## src/rtl/bin2bcd_pkg.sv

```systemverilog
// Shared types and helpers for the sequential binary-to-BCD converter.
package bin2bcd_pkg;

    localparam int NIBBLE = 4;

    typedef enum logic [1:0] {
        IDLE  = 2'd0,
        SHIFT = 2'd1,
        DONE  = 2'd2
    } state_e;

    // ceil(w * log10(2)); the fixed-point constant rounds up, so this never under-counts
    function automatic int min_digits(input int w);
        return (w * 30103 + 99999) / 100000;
    endfunction

    // Decimal one-hot of a BCD digit: bit k-1 set for k = 1..9, zero for 0
    function automatic logic [8:0] onehot9(input logic [3:0] d);
        logic [8:0] r;
        r = '0;
        if (d >= 4'd1 && d <= 4'd9) r[d - 4'd1] = 1'b1;
        return r;
    endfunction

endpackage

```

## src/rtl/bin2bcd_seq_adj.sv

```systemverilog
// One double-dabble digit correction: add 3 to any digit of 5 or more.
module bcd_digit_adj
    import bin2bcd_pkg::*;
(
    input  logic [NIBBLE-1:0] d_i,
    output logic [NIBBLE-1:0] d_o
);

    assign d_o = (d_i >= 4'd5) ? d_i + 4'd3 : d_i;

endmodule

```

## src/rtl/bin2bcd_seq.sv

```systemverilog
// Sequential double-dabble binary-to-BCD converter, one input bit per clock,
// with valid/ready on both sides, sticky overflow and a one-hot digit-0 decode.
module bin2bcd_seq
    import bin2bcd_pkg::*;
#(
    parameter int W      = 8,
    parameter int DIGITS = 3
) (
    input  logic                     clk,
    input  logic                     rst_n,
    input  logic                     in_valid,
    output logic                     in_ready,
    input  logic [W-1:0]             in_bin,
    output logic                     out_valid,
    input  logic                     out_ready,
    output logic [NIBBLE*DIGITS-1:0] out_bcd,
    output logic                     out_ovf,
    output logic [8:0]               out_onehot
);

    localparam int BW = NIBBLE * DIGITS;
    localparam int CW = $clog2(W + 1);
    // With enough digits nothing can ever leave the top digit, so the overflow path folds away
    localparam bit DIGITS_SHORT = (DIGITS < min_digits(W));

    state_e          state_q;
    logic [W-1:0]    sr_q;
    logic [BW-1:0]   acc_q;
    logic            work_ovf_q;
    logic [CW-1:0]   cnt_q;
    logic            valid_q;
    logic [BW-1:0]   bcd_q;
    logic            ovf_q;
    logic [8:0]      onehot_q;

    logic [BW-1:0]   adj;
    logic [BW-1:0]   acc_d;
    logic [W-1:0]    sr_d;
    logic            ovf_d;
    logic            last;
    logic            accept;

    for (genvar g = 0; g < DIGITS; g++) begin : g_adj
        bcd_digit_adj u_adj (
            .d_i (acc_q[g*NIBBLE +: NIBBLE]),
            .d_o (adj[g*NIBBLE +: NIBBLE])
        );
    end

    assign acc_d  = {adj[BW-2:0], sr_q[W-1]};
    assign sr_d   = {sr_q[W-2:0], 1'b0};
    assign ovf_d  = work_ovf_q | (DIGITS_SHORT && adj[BW-1]);
    assign last   = (cnt_q == CW'(W - 1));

    assign in_ready = (state_q == IDLE) || (state_q == DONE && out_ready);
    assign accept   = in_valid && in_ready;

    always_ff @(posedge clk or negedge rst_n) begin
        if (!rst_n) begin
            state_q    <= IDLE;
            sr_q       <= '0;
            acc_q      <= '0;
            work_ovf_q <= 1'b0;
            cnt_q      <= '0;
            valid_q    <= 1'b0;
            bcd_q      <= '0;
            ovf_q      <= 1'b0;
            onehot_q   <= '0;
        end else begin
            case (state_q)
                SHIFT: begin
                    sr_q       <= sr_d;
                    acc_q      <= acc_d;
                    work_ovf_q <= ovf_d;
                    cnt_q      <= cnt_q + 1'b1;
                    if (last) begin
                        state_q  <= DONE;
                        valid_q  <= 1'b1;
                        bcd_q    <= acc_d;
                        ovf_q    <= ovf_d;
                        onehot_q <= onehot9(acc_d[NIBBLE-1:0]);
                    end
                end
                default: begin
                    if (state_q == DONE && out_ready) begin
                        valid_q <= 1'b0;
                        state_q <= IDLE;
                    end
                    // DONE with a waiting operand skips IDLE entirely
                    if (accept) begin
                        state_q    <= SHIFT;
                        sr_q       <= in_bin;
                        acc_q      <= '0;
                        work_ovf_q <= 1'b0;
                        cnt_q      <= '0;
                    end
                end
            endcase
        end
    end

    assign out_valid  = valid_q;
    assign out_bcd    = bcd_q;
    assign out_ovf    = ovf_q;
    assign out_onehot = onehot_q;

endmodule

```

## config.mk

```make
export PLATFORM = sky130hd
export DESIGN_NAME = bin2bcd_seq
export DESIGN_NICKNAME = d
export VERILOG_FILES = /design/src/rtl/bin2bcd_pkg.sv /design/src/rtl/bin2bcd_seq_adj.sv /design/src/rtl/bin2bcd_seq.sv
export SDC_FILE = /design/constraint.sdc
export NUM_CORES = 1
export LEC_CHECK = 0
export BUFFER_PORTS_ARGS = -buffer_cell sky130_fd_sc_hd__buf_2
export CORE_UTILIZATION = 45
export DETAILED_ROUTE_END_ITERATION = 16
export HOLD_SLACK_MARGIN = 0.1
export PLACE_DENSITY = 0.66
export REMOVE_ABC_BUFFERS = 1
export SETUP_SLACK_MARGIN = 0.02
export SYNTH_ARGS = -nofsm -noshare
export SYNTH_HDL_FRONTEND = slang
export SYNTH_SLANG_ARGS = --single-unit
```

## constraint.sdc

```tcl
create_clock -name clk -period 4 [get_ports clk]
set_input_delay 0.2 -clock clk [delete_from_list [all_inputs] [get_ports clk]]
set_output_delay 0.2 -clock clk [all_outputs]
set_load 0.02 [all_outputs]
```

* Word level (Yosys, flattened, before mapping)
Cells that the tools add are included.
Storage, ports and cells: register bits after elaboration 48, bits of input ports 12, output and inout bits 24, word-level logic and storage cells 54
Operators by class: add/sub/neg operators 5, magnitude comparators 7, equality and inequality tests 4, multiplexer cells 19, reductions and logical operators 12
Operator list (number):
- two-way mux 12 bit | 2
- two-way mux 4 bit | 4
- two-way mux 8 bit | 2
- greater-or-equal comparator 4 x 3 -> 1 bit, second input constant | 3
- two-way mux 9 bit | 1
- adder 4 x 2 -> 4 bit, second input constant | 2
- greater-or-equal comparator 4 x 1 -> 1 bit, second input constant | 2
- two-way mux 2 bit | 4
- AND reduction 2 bit | 3
- less-than comparator 4 x 5 -> 1 bit, second input constant | 1
- adder 4 x 1 -> 4 bit, second input constant | 1
- demux 1 bit (select 4 bit) | 1
- equality test 4 x 3 -> 1 bit, second input constant | 1
- <= comparator 4 bit, second input constant | 1
- logical AND 1 bit | 4
- two-way mux 1 bit | 4
- nonzero test 2 bit | 2
- subtractor 4 x 1 -> 4 bit, second input constant | 1
- adder 3 x 2 -> 3 bit, second input constant | 1
- two-way mux 3 bit | 1
- nonzero test 3 bit | 1
- equality test 2 x 1 -> 1 bit, second input constant | 1
- equality test 2 bit, second input constant | 1
- logical NOT 2 bit | 1
- 2 further kinds | 2

* Longest topological paths before layout
depth after elaboration 8, depth in mapped cells 7, depth with buffers taken out 6

* Hierarchy
From an unflattened synthesis, not the netlist that was laid out.
Second synthesis, totals: cells, all modules 223, area, all modules 2416.1 µm²
By module, submodules not included:
- bin2bcd_seq | instances 1, cells each 175, area each 2112.0 µm², sequential area each 1201.2 µm²
- bcd_digit_adj | instances 3, cells each 16, area each 101.3 µm², sequential area each 0.0 µm²

* Least setup slack after synthesis
OpenSTA, ideal clock, no wires.
path kind reg-to-reg, from register acc_q[0], to register onehot_q[5], in the netlist out_onehot[5], library setup time 67 ps, data arrival time 1582 ps, data required time 3933 ps, slack 2350 ps, cell stages (with the launch flop) 7, buffers on the path 0, period minus slack after synthesis 1650 ps, cell sequence dfrtp_1 -> inv_1 -> ha_1 -> nand2b_1 -> a21oi_2 -> mux2i_1 -> a32o_1
Between the ends: longest elaborated chain between the ends 8, elaborated cells between the ends (all ways) 13, classes of those cells add/sub (2); order compare (5); mux (4); reduce/logical (2)
RTL lines:
- start, declared | RTL line bin2bcd_seq.sv:28 | logic [BW-1:0] acc_q;
- start signal, assigned | RTL line bin2bcd_seq.sv:62 | acc_q <= '0;
- start signal, assigned | RTL line bin2bcd_seq.sv:73 | acc_q <= acc_d;
- start signal, assigned | RTL line bin2bcd_seq.sv:93 | acc_q <= '0;
- adder 4 x 2 -> 4 bit or greater-or-equal comparator 4 x 3 -> 1 bit (tied branches) | RTL line bin2bcd_seq_adj.sv:9 | assign d_o = (d_i >= 4'd5) ? d_i + 4'd3 : d_i;
- two-way mux 4 bit * | RTL line bin2bcd_seq_adj.sv:9
- subtractor 4 x 1 -> 4 bit | RTL line bin2bcd_pkg.sv:21 | if (d >= 4'd1 && d <= 4'd9) r[d - 4'd1] = 1'b1;
- less-than comparator 4 x 5 -> 1 bit (implied by the code) or greater-or-equal comparator 4 x 1 -> 1 bit (tied branches) | RTL line bin2bcd_pkg.sv:21
- logical AND 1 bit (implied by the code) | RTL line bin2bcd_pkg.sv:21
- two-way mux 1 bit (implied by the code) | RTL line bin2bcd_pkg.sv:21
- demux 1 bit (select 4 bit) | RTL line bin2bcd_pkg.sv:21
- two-way mux 9 bit * | RTL line bin2bcd_pkg.sv:21
- end signal, assigned | RTL line bin2bcd_seq.sv:81 | onehot_q <= onehot9(acc_d[NIBBLE-1:0]);
- end, declared | RTL line bin2bcd_seq.sv:34 | logic [8:0] onehot_q;
Every way passes the cells marked *; elsewhere a longest branch is shown, timed or not. A chain may end at the register's enable or synchronous reset.

* Worst setup path after layout
from register state_q[0], to register onehot_q[8], in the netlist out_onehot[8]
Between the ends: longest elaborated chain between the ends 2
RTL lines:
- start, declared | RTL line bin2bcd_seq.sv:26 | state_e state_q;
- start signal, assigned | RTL line bin2bcd_seq.sv:60 | state_q <= IDLE;
- start signal, assigned | RTL line bin2bcd_seq.sv:77 | state_q <= DONE;
- start signal, assigned | RTL line bin2bcd_seq.sv:87 | state_q <= IDLE;
- equality test 2 x 1 -> 1 bit | RTL line bin2bcd_seq.sv:70 | case (state_q)
- AND reduction 2 bit (no source line)
Every way passes these cells.

==> impl_metrics.ini <==
[timing]
maxSlewHeadroom_pct = 26.4
worst_pin_slew_ps = 1100
fin_crit_sh_pct = 66.8
finalMaxSlewViolations = 0
tns_ps = 0
setup_viol = 0
rsz0062_at_grt = no
fmax_mhz = 375
finalCriticalPeriod_ps = 2670
hold_viol = 0
fin_skew_ps = 5.56

[final_layout]
layout_common_cells = 48 x dfrtp_1, 40 x nand2_1, 34 x buf_2, 24 x o21ai_0, 11 x inv_1
finish.utilization_pct = 52.7
multi_input_area_um2 = 925
drive_gt1_share_pct = 20.1
area_delta_synth_final_pct = 12.1
num_antenna_cells = 0
fillCellCount = 465
seqCellArea_mm2 = 0.00120
nets = 263
final_common_cell = dfrtp_1

[global_routing]
grt_pass1_vias = 1518
grtUsageTotal_pct = 18.3
grt_pass1_wl_um = 7290
antenna_found_initial = 0
overflow = 0
grt_max_degree = 49

[yosys]
syn-cell-area_mm2 = 0.00224
ys_seq_elements = 48
synth_warnings = 0
ys_types = 37
async_flop_share_pct = 100
synth_edf_count = 0
syn_avg_cell_area_um2 = 10.5
synth_ff_type = dfrtp_1
postSynthCellCount = 213
ys_seq_area_share_pct = 53.7

[clock_network]
numCtsBuffers = 5
cts-root-buf = clkbuf_8
clk_pin_slew_ps = 80
cts_tree = built
cts_sinks = 48
hold_buffers = 0
clock_path_buffers = 2
cts_resized = 0
h-tree-depth = 2
post_cts_buffers = 0
clock_latency_ps = 300

[run]
drv_cap = 0

[die]
die_x_um = 72.5
die_y_um = 72.5
pin_count = 36
design.die.area_mm2 = 0.00525
row_count = 25
core_mm2 = 0.00475
initial_core_util_pct = 47.0

[critical_path]
cp_max_fo = 30
path_class = register to register
crit_slowest_cell = nand4b_1
cp_cell_sequence = nor2b_4 -> nand4b_1 -> o41ai_1
critPathMaxStageDelay_ps = 940
startpoint_type = register
crit_required_ps = 4170
arrival_ps = 2840
end_kind = register

[power]
ir_worst_vdd_uv = 249
powerDensity_mw_per_mm2 = 769
p_leak_nw = 1.25

[min_path]
hp-class = input port to async pin

[place]
port_buffers = 34
place.gp.congestion = 0.714
post-dp-hpwl_um = 2790

[routing]
drtAntennaViolNets = 0
drc = 0
dr.pass1.iters = 4
drtIter0Drc = 80
wl_per_cell_um = 13.3
vias_per_cell = 5.23
wirelength_um = 4130
vias = 1625

[outcome]
status = finished, final reports clean
cells by family (layout without fill, tap and decap cells):
kind of cell | after synthesis | in the layout | share of synthesized area, %
flip-flops | 48 | 48 | 53.7
AND/OR/NAND/NOR | 65 | 65 | 14.7
adder cells (fa/ha/maj) | 7 | 7 | 3.92
multiplexers | 9 | 9 | 4.25
XOR/XNOR | 4 | 4 | 1.57
other | 1 | 1 | 0.168
AO/OA/AOI/OAI | 57 | 57 | 16.8
buffers and inverters | 22 | 53 | 4.92
stage by stage:
step	power, mW	cell area, um2	setup slack [ps]	std cells	hold slack [ps]
floorplan	1.42	2170	1960	202	-95.6
global placement	1.65	2430	1390	304	410
detailed placement	1.67	2430	1280	304	418
CTS	1.95	2510	1270	311	113
global route	2.10	2510	907	311	128
finish	1.93	2510	1330	311	83.6
worst max-delay path, delay by kind of cell (launching register included):
family | cells | cell delay, ps
compound gates | 1 | 680
simple gates | 2 | 1380
flops | 1 | 470
worst paths after layout:
| path | startpoint | endpoint | slack, ps | cells past startpoint |
|---|---|---|---|---|
| hold reg to reg | sr_q[2] | sr_q[2] | 480 | 2 |
| max in group asynchronous | rst_n | sr_q[3] | 3280 | 1 |
| hold / removal | rst_n | out_bcd[2] | 80 | 1 |
| setup / recovery | state_q[0] | out_onehot[8] | 1330 | 3 |
| setup reg to reg | state_q[0] | out_onehot[8] | 1330 | 3 |
| min in group clk | in_bin[0] | sr_q[0] | 120 | 3 |
sequential cells by signal, indices dropped and copies added (netlist names):
| signal | flops |
|---|---|
| acc_q | 12 |
| out_bcd | 12 |
| out_onehot | 9 |
| sr_q | 8 |
| cnt_q | 4 |
| state_q | 2 |
| out_valid | 1 |
Yosys cell counts, types with 2 or more instances:
| cell | n | area [um2] |
|---|---|---|
| dfrtp_1 | 48 | 1200 |
| mux2i_1 | 5 | 50.1 |
| o41ai_1 | 2 | 17.5 |
| clkbuf_1 | 6 | 22.5 |
| a21oi_1 | 8 | 40.0 |
| nor2_1 | 2 | 7.51 |
| inv_1 | 11 | 41.3 |
| o21ai_0 | 24 | 120 |
| nor3_1 | 2 | 10.0 |
| mux2_2 | 3 | 33.8 |
| buf_6 | 3 | 33.8 |
| nand2_1 | 40 | 150 |
| a32o_1 | 6 | 60.1 |
| a22o_1 | 4 | 35.0 |
| ha_1 | 7 | 87.6 |
| xnor2_1 | 4 | 35.0 |
| nand3b_1 | 2 | 15.0 |
| nor3b_1 | 5 | 37.5 |
| nand2b_1 | 4 | 25.0 |
| nand3_1 | 3 | 15.0 |
| a22oi_1 | 7 | 52.6 |
| and3_4 | 2 | 22.5 |
layer usage:
layer | part of all wire (%) | up-vias | GRT usage [%]
met5 | 0 | - | 0
met4 | 1.4 | 0 | 7.84
met3 | 3.2 | 5 | 3.47
met2 | 48 | 27 | 29.6
met1 | 47 | 787 | 24.3
li1 | - | 806 | -
where the power goes:
| group | internal [mW] | switching [mW] | total, mW |
|---|---|---|---|
| Combinational | 0.326 | 0.517 | 0.843 |
| Clock | 0.119 | 0.154 | 0.274 |
| Sequential | 0.669 | 0.141 | 0.811 |
area by class of cell:
type,count,area share [%]
Timing Repair Buffer,35,7.09
Clock inverter,1,0.200
Sequential cell,48,47.9
Tap cell,67,3.34
Multi-Input combinational cell,143,36.9
Inverter,11,1.65
Clock buffer,6,2.90
No activity file was read; power rests on OpenSTA's default activity.
